File: config.mk
export PLATFORM = sky130hd
export DESIGN_NAME = uvc_payload_packer
export DESIGN_NICKNAME = d
export VERILOG_FILES = /design/src/rtl/uvc_pkg.sv /design/src/rtl/uvc_payload_packer.sv
export SDC_FILE = /design/constraint.sdc
export NUM_CORES = 1
export LEC_CHECK = 0
export CAP_MARGIN = 20
export CORE_ASPECT_RATIO = 0.9
export CORE_MARGIN = 2
export CORE_UTILIZATION = 51
export CTS_BUF_LIST = sky130_fd_sc_hd__clkbuf_4
export DETAILED_ROUTE_END_ITERATION = 10
export GPL_TIMING_DRIVEN = 0
export PLACE_DENSITY = 0.82
export SLEW_MARGIN = 20
export SYNTH_ARGS = -nofsm -noshare
export SYNTH_HDL_FRONTEND = slang
export SYNTH_SLANG_ARGS = --single-unit
File: constraint.sdc
create_clock -name usb_clk_w -period 2.2 [get_ports usb_clk_w]
set_clock_uncertainty 0.05 [all_clocks]
set_input_delay 0.44 -clock usb_clk_w [delete_from_list [all_inputs] [get_ports usb_clk_w]]
set_output_delay 0.44 -clock usb_clk_w [all_outputs]
set_load 0.02 [all_outputs]
File: src/rtl/uvc_pkg.sv
// Shared types and constants for the UVC isochronous payload packer:
// FSM state encoding, payload header length and BFH bit positions.
package uvc_pkg;

  typedef enum logic [2:0] {
    IDLE,
    HDR0,
    HDR1,
    DATA,
    EOFHDR0,
    EOFHDR1
  } state_t;

  localparam logic [7:0] UVC_HLE = 8'h02;

  localparam int BFH_FID = 0;
  localparam int BFH_EOF = 1;
  localparam int BFH_EOH = 7;

  // Second header byte (BFH): end-of-header always set, EOF and FID as given.
  function automatic logic [7:0] bfh_byte(input logic fid, input logic eof);
    logic [7:0] b;
    b          = '0;
    b[BFH_EOH] = 1'b1;
    b[BFH_EOF] = eof;
    b[BFH_FID] = fid;
    return b;
  endfunction

endpackage

File: src/rtl/uvc_payload_packer.sv
// Packs a pixel byte stream into UVC isochronous payloads: a registered
// two-byte header followed by pixel bytes passed straight through.
module uvc_payload_packer
  import uvc_pkg::*;
#(
  parameter int MAX_PKT = 1024
) (
  input  logic        usb_clk_w,
  input  logic        rst_n,
  input  logic        stream_en_i,
  input  logic [7:0]  pix_data_i,
  input  logic        pix_valid_i,
  input  logic        pix_sof_i,
  input  logic        pix_eof_i,
  output logic        pix_ready_o,
  input  logic        ep_req_i,
  output logic [7:0]  ep_data_o,
  output logic        ep_valid_o,
  output logic        ep_last_o,
  input  logic        ep_ready_i,
  output logic        fid_o,
  output logic [15:0] frames_sent_o,
  output state_t      dbg_state_o
);

  // Handshake: a byte moves when valid && ready on a rising edge; a source
  // holding valid keeps data/sof/eof stable until that edge.

  // Index of the final data byte a packet may carry (header takes two bytes).
  localparam logic [9:0] LAST_IDX = 10'(MAX_PKT - 3);

  state_t     state;
  logic [7:0] hdr_byte;
  logic       hdr_valid;
  logic       eof_pend;
  logic       aligned;
  logic [9:0] cnt;

  logic data_last;
  logic data_xfer;
  logic hdr1_has_data;
  logic sof_seen;

  always_comb begin
    data_last     = pix_valid_i && (pix_eof_i || (cnt == LAST_IDX));
    data_xfer     = (state == DATA) && pix_valid_i && ep_ready_i;
    // Pre-sof bytes are not frame data, so they never open a DATA phase.
    hdr1_has_data = pix_valid_i && aligned;
    sof_seen      = pix_valid_i && pix_sof_i;
  end

  always_comb begin
    ep_data_o   = hdr_byte;
    ep_valid_o  = hdr_valid;
    ep_last_o   = 1'b0;
    pix_ready_o = 1'b0;
    case (state)
      DATA: begin
        ep_data_o   = pix_data_i;
        ep_valid_o  = pix_valid_i;
        ep_last_o   = data_last;
        pix_ready_o = ep_ready_i && !eof_pend;
      end
      HDR1:    ep_last_o = !hdr1_has_data;
      EOFHDR1: ep_last_o = 1'b1;
      // Discard bytes until a sof appears; the sof byte itself is held.
      IDLE:    pix_ready_o = stream_en_i && !aligned && !sof_seen;
      default: ;
    endcase
  end

  always_ff @(posedge usb_clk_w or negedge rst_n) begin
    if (!rst_n) begin
      state         <= IDLE;
      hdr_byte      <= 8'h00;
      hdr_valid     <= 1'b0;
      eof_pend      <= 1'b0;
      aligned       <= 1'b0;
      cnt           <= '0;
      fid_o         <= 1'b0;
      frames_sent_o <= 16'h0000;
    end else begin
      case (state)
        IDLE: begin
          if (!stream_en_i) begin
            // Streaming stopped: the next enable starts from a fresh sof.
            aligned  <= 1'b0;
            eof_pend <= 1'b0;
          end else begin
            if (!aligned && sof_seen) aligned <= 1'b1;
            if (ep_req_i) begin
              state     <= eof_pend ? EOFHDR0 : HDR0;
              hdr_byte  <= UVC_HLE;
              hdr_valid <= 1'b1;
            end
          end
        end
        HDR0: begin
          if (ep_ready_i) begin
            state    <= HDR1;
            hdr_byte <= bfh_byte(fid_o, 1'b0);
          end
        end
        EOFHDR0: begin
          if (ep_ready_i) begin
            state    <= EOFHDR1;
            hdr_byte <= bfh_byte(fid_o, 1'b1);
          end
        end
        HDR1: begin
          cnt <= '0;
          if (ep_ready_i) begin
            hdr_valid <= 1'b0;
            state     <= hdr1_has_data ? DATA : IDLE;
          end
        end
        DATA: begin
          if (data_xfer) begin
            if (data_last) begin
              state <= IDLE;
              cnt   <= '0;
              if (pix_eof_i) eof_pend <= 1'b1;
            end else begin
              cnt <= cnt + 10'd1;
            end
          end
        end
        EOFHDR1: begin
          if (ep_ready_i) begin
            hdr_valid     <= 1'b0;
            eof_pend      <= 1'b0;
            fid_o         <= ~fid_o;
            frames_sent_o <= frames_sent_o + 16'd1;
            state         <= IDLE;
          end
        end
        default: state <= IDLE;
      endcase
    end
  end

  assign dbg_state_o = state;

endmodule

==> Yosys cells after proc, flatten, opt, wreduce, memory -nomap -nowiden <==
Cells that the tools add are included.
{ "word_totals": {"ff_bits": 41, "out_inout_bits": 31, "word_cells": 90} }
{ "op_classes": {"n_addsub": 2, "eq_ne": 18, "n_mux": 34, "n_bitwise": 1, "n_reduce_logical": 27} }
{ "op_table": {"columns": ["operator", "n"], "rows": [
  ["two-way mux 8 bit", 5],
  ["two-way mux 3 bit", 9],
  ["case mux 8 bit (3 select lines)", 1],
  ["two-way mux 10 bit", 2],
  ["!= test 2 bit, second input constant", 10],
  ["case mux 10 bit (2 select lines)", 1],
  ["case mux 3 bit (6 select lines)", 1],
  ["adder 16 x 1 -> 16 bit, second input constant", 1],
  ["adder 10 x 1 -> 10 bit, second input constant", 1],
  ["equality test 10 bit, second input constant", 1],
  ["two-way mux 1 bit", 10],
  ["logical AND 1 bit", 9],
  ["AND reduction 8 bit", 1],
  ["equality test 3 x 2 -> 1 bit, second input constant", 2],
  ["equality test 3 bit, second input constant", 2],
  ["case mux 1 bit (3 select lines)", 2],
  ["AND reduction 2 bit", 3],
  ["AND reduction 6 bit", 1],
  ["nonzero test 3 bit", 2],
  ["AND reduction 5 bit", 1],
  ["zero test 1 bit", 4],
  ["!= test 2 x 1 -> 1 bit, second input constant", 2],
  ["case mux 1 bit (2 select lines)", 2],
  ["AND reduction 4 bit", 1],
  ["other kinds (7)", 8]
]} }

==> Depth between registers and ports, before layout <==
{ "depth": {"word_depth": 6, "ltp_mapped": 7, "ltp_nobuf": 6} }

==> Least setup slack after synthesis <==
OpenSTA, ideal clock, no wires.
{ "synth_path": {"kind": "reg2out", "start": "register state[1] (netlist: dbg_state_o[1])", "end": "output port ep_data_o[0]", "arrival_ns": 1.682, "required_time_ns": 1.710, "slack_ns": 0.028, "stages_incl_launch_ff": 6, "n_path_buf": 2, "cell_sequence": "dfrtp_1 > clkbuf_1 > nand2_1 > nor2_1 > clkbuf_1 > mux2_2"} }
{ "synth_via": {"elab_chain_cells": 2} }
{ "synth_lines": {"columns": ["item", "line_no", "source"], "rows": [
  ["start, declared", "uvc_payload_packer.sv:32", "state_t state;"],
  ["start signal, assigned", "uvc_payload_packer.sv:92", "state <= eof_pend ? EOFHDR0 : HDR0;"],
  ["start signal, assigned", "uvc_payload_packer.sv:114", "state <= hdr1_has_data ? DATA : IDLE;"],
  ["equality test 3 x 2 -> 1 bit", "uvc_payload_packer.sv:57", "case (state)"],
  ["two-way mux 8 bit", "uvc_payload_packer.sv:57", null],
  ["end, declared", "uvc_payload_packer.sv:17", "output logic [7:0] ep_data_o,"]
]} }
No other way between the ends.

==> Worst setup path in the final report <==
{ "layout_path": {"start": "input port pix_valid_i", "end": "register cnt[7]"} }
{ "layout_via": {"elab_chain_cells": 4, "word_cells_on_any_way": 8} }
{ "layout_lines": {"columns": ["item", "line_no", "source"], "rows": [
  ["start, declared", "uvc_payload_packer.sv:12", "input logic pix_valid_i,"],
  ["logical AND 1 bit, on equally long branches", "uvc_payload_packer.sv:45, uvc_payload_packer.sv:46", null],
  ["two-way mux 10 bit / logical AND 1 bit (equally long branches)", "uvc_payload_packer.sv:119, uvc_payload_packer.sv:46", null],
  ["two-way mux 10 bit / != test 2 bit (equally long branches)", null, null],
  ["case mux 10 bit (2 select lines) / AND reduction 2 bit (equally long branches)", null, null],
  ["end signal, assigned", "uvc_payload_packer.sv:124", "cnt <= cnt + 10'd1;"],
  ["end, declared", "uvc_payload_packer.sv:37", "logic [9:0] cnt;"]
]} }
Parallel ways exist; a longest one is shown, timed or not. The select of a mux whose other input is x is not followed.
A chain may end at the register's enable or synchronous reset.

==> results.yml <==
route:
  remaining_drc_errors: 0
  drt_iter0_drc: 196
  firstDrtPassIters: 4
  wl_per_cell_um: 15.6
  drtAntennaViolNets: 0
  via_per_inst: 5.75
  num_vias: 1879
  drt_wl_total_um: 5100
final_layout:
  diodes: 0
  drive_gt1_share_pct: 23.5
  final_area_um2: 2780
  final_nets: 299
  fillCellCount: 265
  layout_common_cells: "33 x dfrtp_1, 33 x clkdlybuf4s50_1, 22 x nand2_1"
  area.growth.synth_to_final_pct: 42.7
setup_path:
  path_cells: "clkdlybuf4s50_1, nand2_1, a211o_1, a2111o_1, buf_4, or3_1, nand3_1"
  cp_slowest_stage_delay_ns: 0.51
  cp.required_ns: 2.45
  cp_slowest_cell: "clkdlybuf4s50_1"
  criticalPathCategory: "input port to flop"
  crit_family: "compound AO/OA/AOI/OAI gates"
  setup.worst_path.end_class: "flop"
  worstPathMaxFanout: 6
  start_kind: "input port"
  arrival_ns: 2.44
  path_buf_inv: 2
grt:
  grtUsageMet3_pct: 6.61
  grt_pass1_vias: 1811
  top_usage_layer: "met2"
  grt_overflow: 0
  grt_antenna_before_repair: 0
  grt_max_degree: 27
  use_met1_pct: 31.0
  track_usage_pct: 23.7
  use_met2_pct: 38.1
  grt_pass1_wl_um: 8310
clock_tree:
  cts_tree: "yes"
  cts_buffer_depth: 2
  clock_sinks: 36
  clk_latency_ns: 0.35
  cts-root-buf: "clkbuf_4"
  htreeDepth: 2
  cts_buffers: 5
  clk_pin_slew_ns: 0.12
power:
  p_per_area_nw_per_um2: 1020
  cell_internal_pwr_mw: 1.74
  p_sw_mw: 1.11
  p_seq_share_pct: 32.9
  sw_frac_of_total_pct: 39.1
  combPwrFrac_pct: 50.4
  clock_power_share_pct: 16.7
  p_leak_nw: 1.29
  ir_drop_v: 0.000517
  power.total_mw: 2.85
die:
  fp.dieH_um: 62.7
  die-width_um: 69.2
  start_util_pct: 52.7
  core_um2: 3700
  dieArea_um2: 4340
  fp-row-count: 21
  ios: 47
timing:
  period_share_pct: 99.7
  max_slew_margin_pct: 69.3
  hold_slack_ns: 0.430
  clock.fmax_mhz: 456
  finalSetupViolCount: 0
  rsz0062_at_grt: "yes"
  slew_violations: 0
  hold_violations: 0
  fin_crit_ns: 2.19
  tightest_slew_ns: 0.457
yosys:
  synth_edf_count: 0
  async_reset_ff_share_pct: 100
  synthFlopType: "dfrtp_1"
  syn_nets: 227
  synth_cell_type_count: 44
  yosysSeqAreaShare_pct: 46.2
  syn_inst: 208
  synth_area_leaders: "dfrtp_1 46%, nand2_1 4.4%, xnor2_1 4.0%, nand3_1 3.6%, mux2_2 3.5%"
  synth-seq-cells: 36
  synth_top_area_share_pct: 46.2
  synth_top_area_cell: "dfrtp_1"
  yosys_warnings: 0
  avgSynthCellArea_um2: 9.38
  synthesis.area_um2: 1950
placement:
  io_buffer_count: 45
  dp_hpwl_um: 3170
  place.gp.congestion: 0.863
  placed_cell_area_um2: 2470
outcome:
  status: "finished clean"
min_path:
  min_path_type: "input port to asynchronous set/reset pin"
run:
  cap_violations: 0
==> power groups by stage <==
stage | clock [mW] | combinational [mW] | sequential [mW]
after floorplan | 0 | 0.724 | 0.960
after global placement | 0 | 1.18 | 0.925
after detailed placement | 0 | 1.20 | 0.927
after CTS | 0.485 | 1.36 | 0.929
after global routing | 0.511 | 1.54 | 0.961
final | 0.477 | 1.44 | 0.937
==> synth_stat cells (all sizes together), types with 3 or more instances <==
cell type and instances:
dfrtp 36, nand2 23, nor2 15, nand3 14
a21oi 11, o21ai 10, xnor2 9, inv 8
clkbuf 7, xor2 7, mux2 6, or3 6
and2 5, nor3 5, a21o 4, and3 3
ha 3, nand4 3
==> what timing repair did <==
item | in CTS | in global routing
hold endpoints to repair | 10 | 0
buffers inserted | 11 | 7
pin swaps | 2 | 5
resized for setup | 59 | 24
hold buffers | 1 | 0
setup endpoints to repair | 14 | 14
gates cloned | 1 | 0
==> metal layers <==
| metal | routed length [um] | part of all wire (%) |
|---|---|---|
| met1 | 2230 | 44 |
| met2 | 2470 | 48 |
| met3 | 337 | 6.6 |
| met4 | 61 | 1.2 |
| met5 | 0 | 0 |
==> registers in the layout (all words and copies together), names as in the netlist <==
signal	flops
eof_pend	1
dbg_state_o	3
hdr_byte	3
hdr_valid	1
aligned	1
fid_o	1
frames_sent_o	16
cnt	10
==> final timing paths <==
check,cells after the start,endpoint,start,slack (ns)
worst max-delay path,7,cnt[7],pix_valid_i,0.007
worst min-delay path,2,cnt[3],rst_n,0.43
worst max register to register,6,dbg_state_o[0],cnt[5],0.02
worst min register to register,1,frames_sent_o[15],frames_sent_o[15],0.43
max in group asynchronous,3,dbg_state_o[0],rst_n,1.23
min in group usb_clk_w,1,frames_sent_o[15],frames_sent_o[15],0.43
==> cell families (layout without fill, tap and decap cells) <==
family | Yosys count | after routing | synth area share (%)
xor gates and xnor gates | 16 | 16 | 7.18
and+or+nand+nor | 85 | 85 | 22.0
AOI/OAI and AO/OA | 44 | 44 | 15.3
muxes | 6 | 6 | 3.46
buffers and inverters | 17 | 90 | 3.40
DFF | 36 | 36 | 46.2
adders and majority gates | 4 | 4 | 2.44
==> stage by stage <==
step                      TNS, ns  util (%)  instances  worst slack (ns)
after global routing       -0.151      75.1        327           -0.0862
after global placement     -12.83      66.4        299            -0.572
after detailed placement    -7.69      66.8        300            -0.574
after floorplan                 0         -        208            0.0283
final                           0      75.1        327           0.00740
after CTS                 -0.0254      73.0        320           -0.0254
==> layout make-up <==
cell class,count,area [um^2],area share [%]
Clock inverter,3,42.5,1.53
Tap cell,46,57.6,2.07
Buffer,8,76.3,2.74
Clock buffer,5,37.5,1.35
Timing Repair Buffer,66,591,21.2
Multi-Input combinational cell,155,1040,37.5
Inverter,8,30.0,1.08
Sequential cell,36,905,32.5
(Power assumes the default switching activity.)
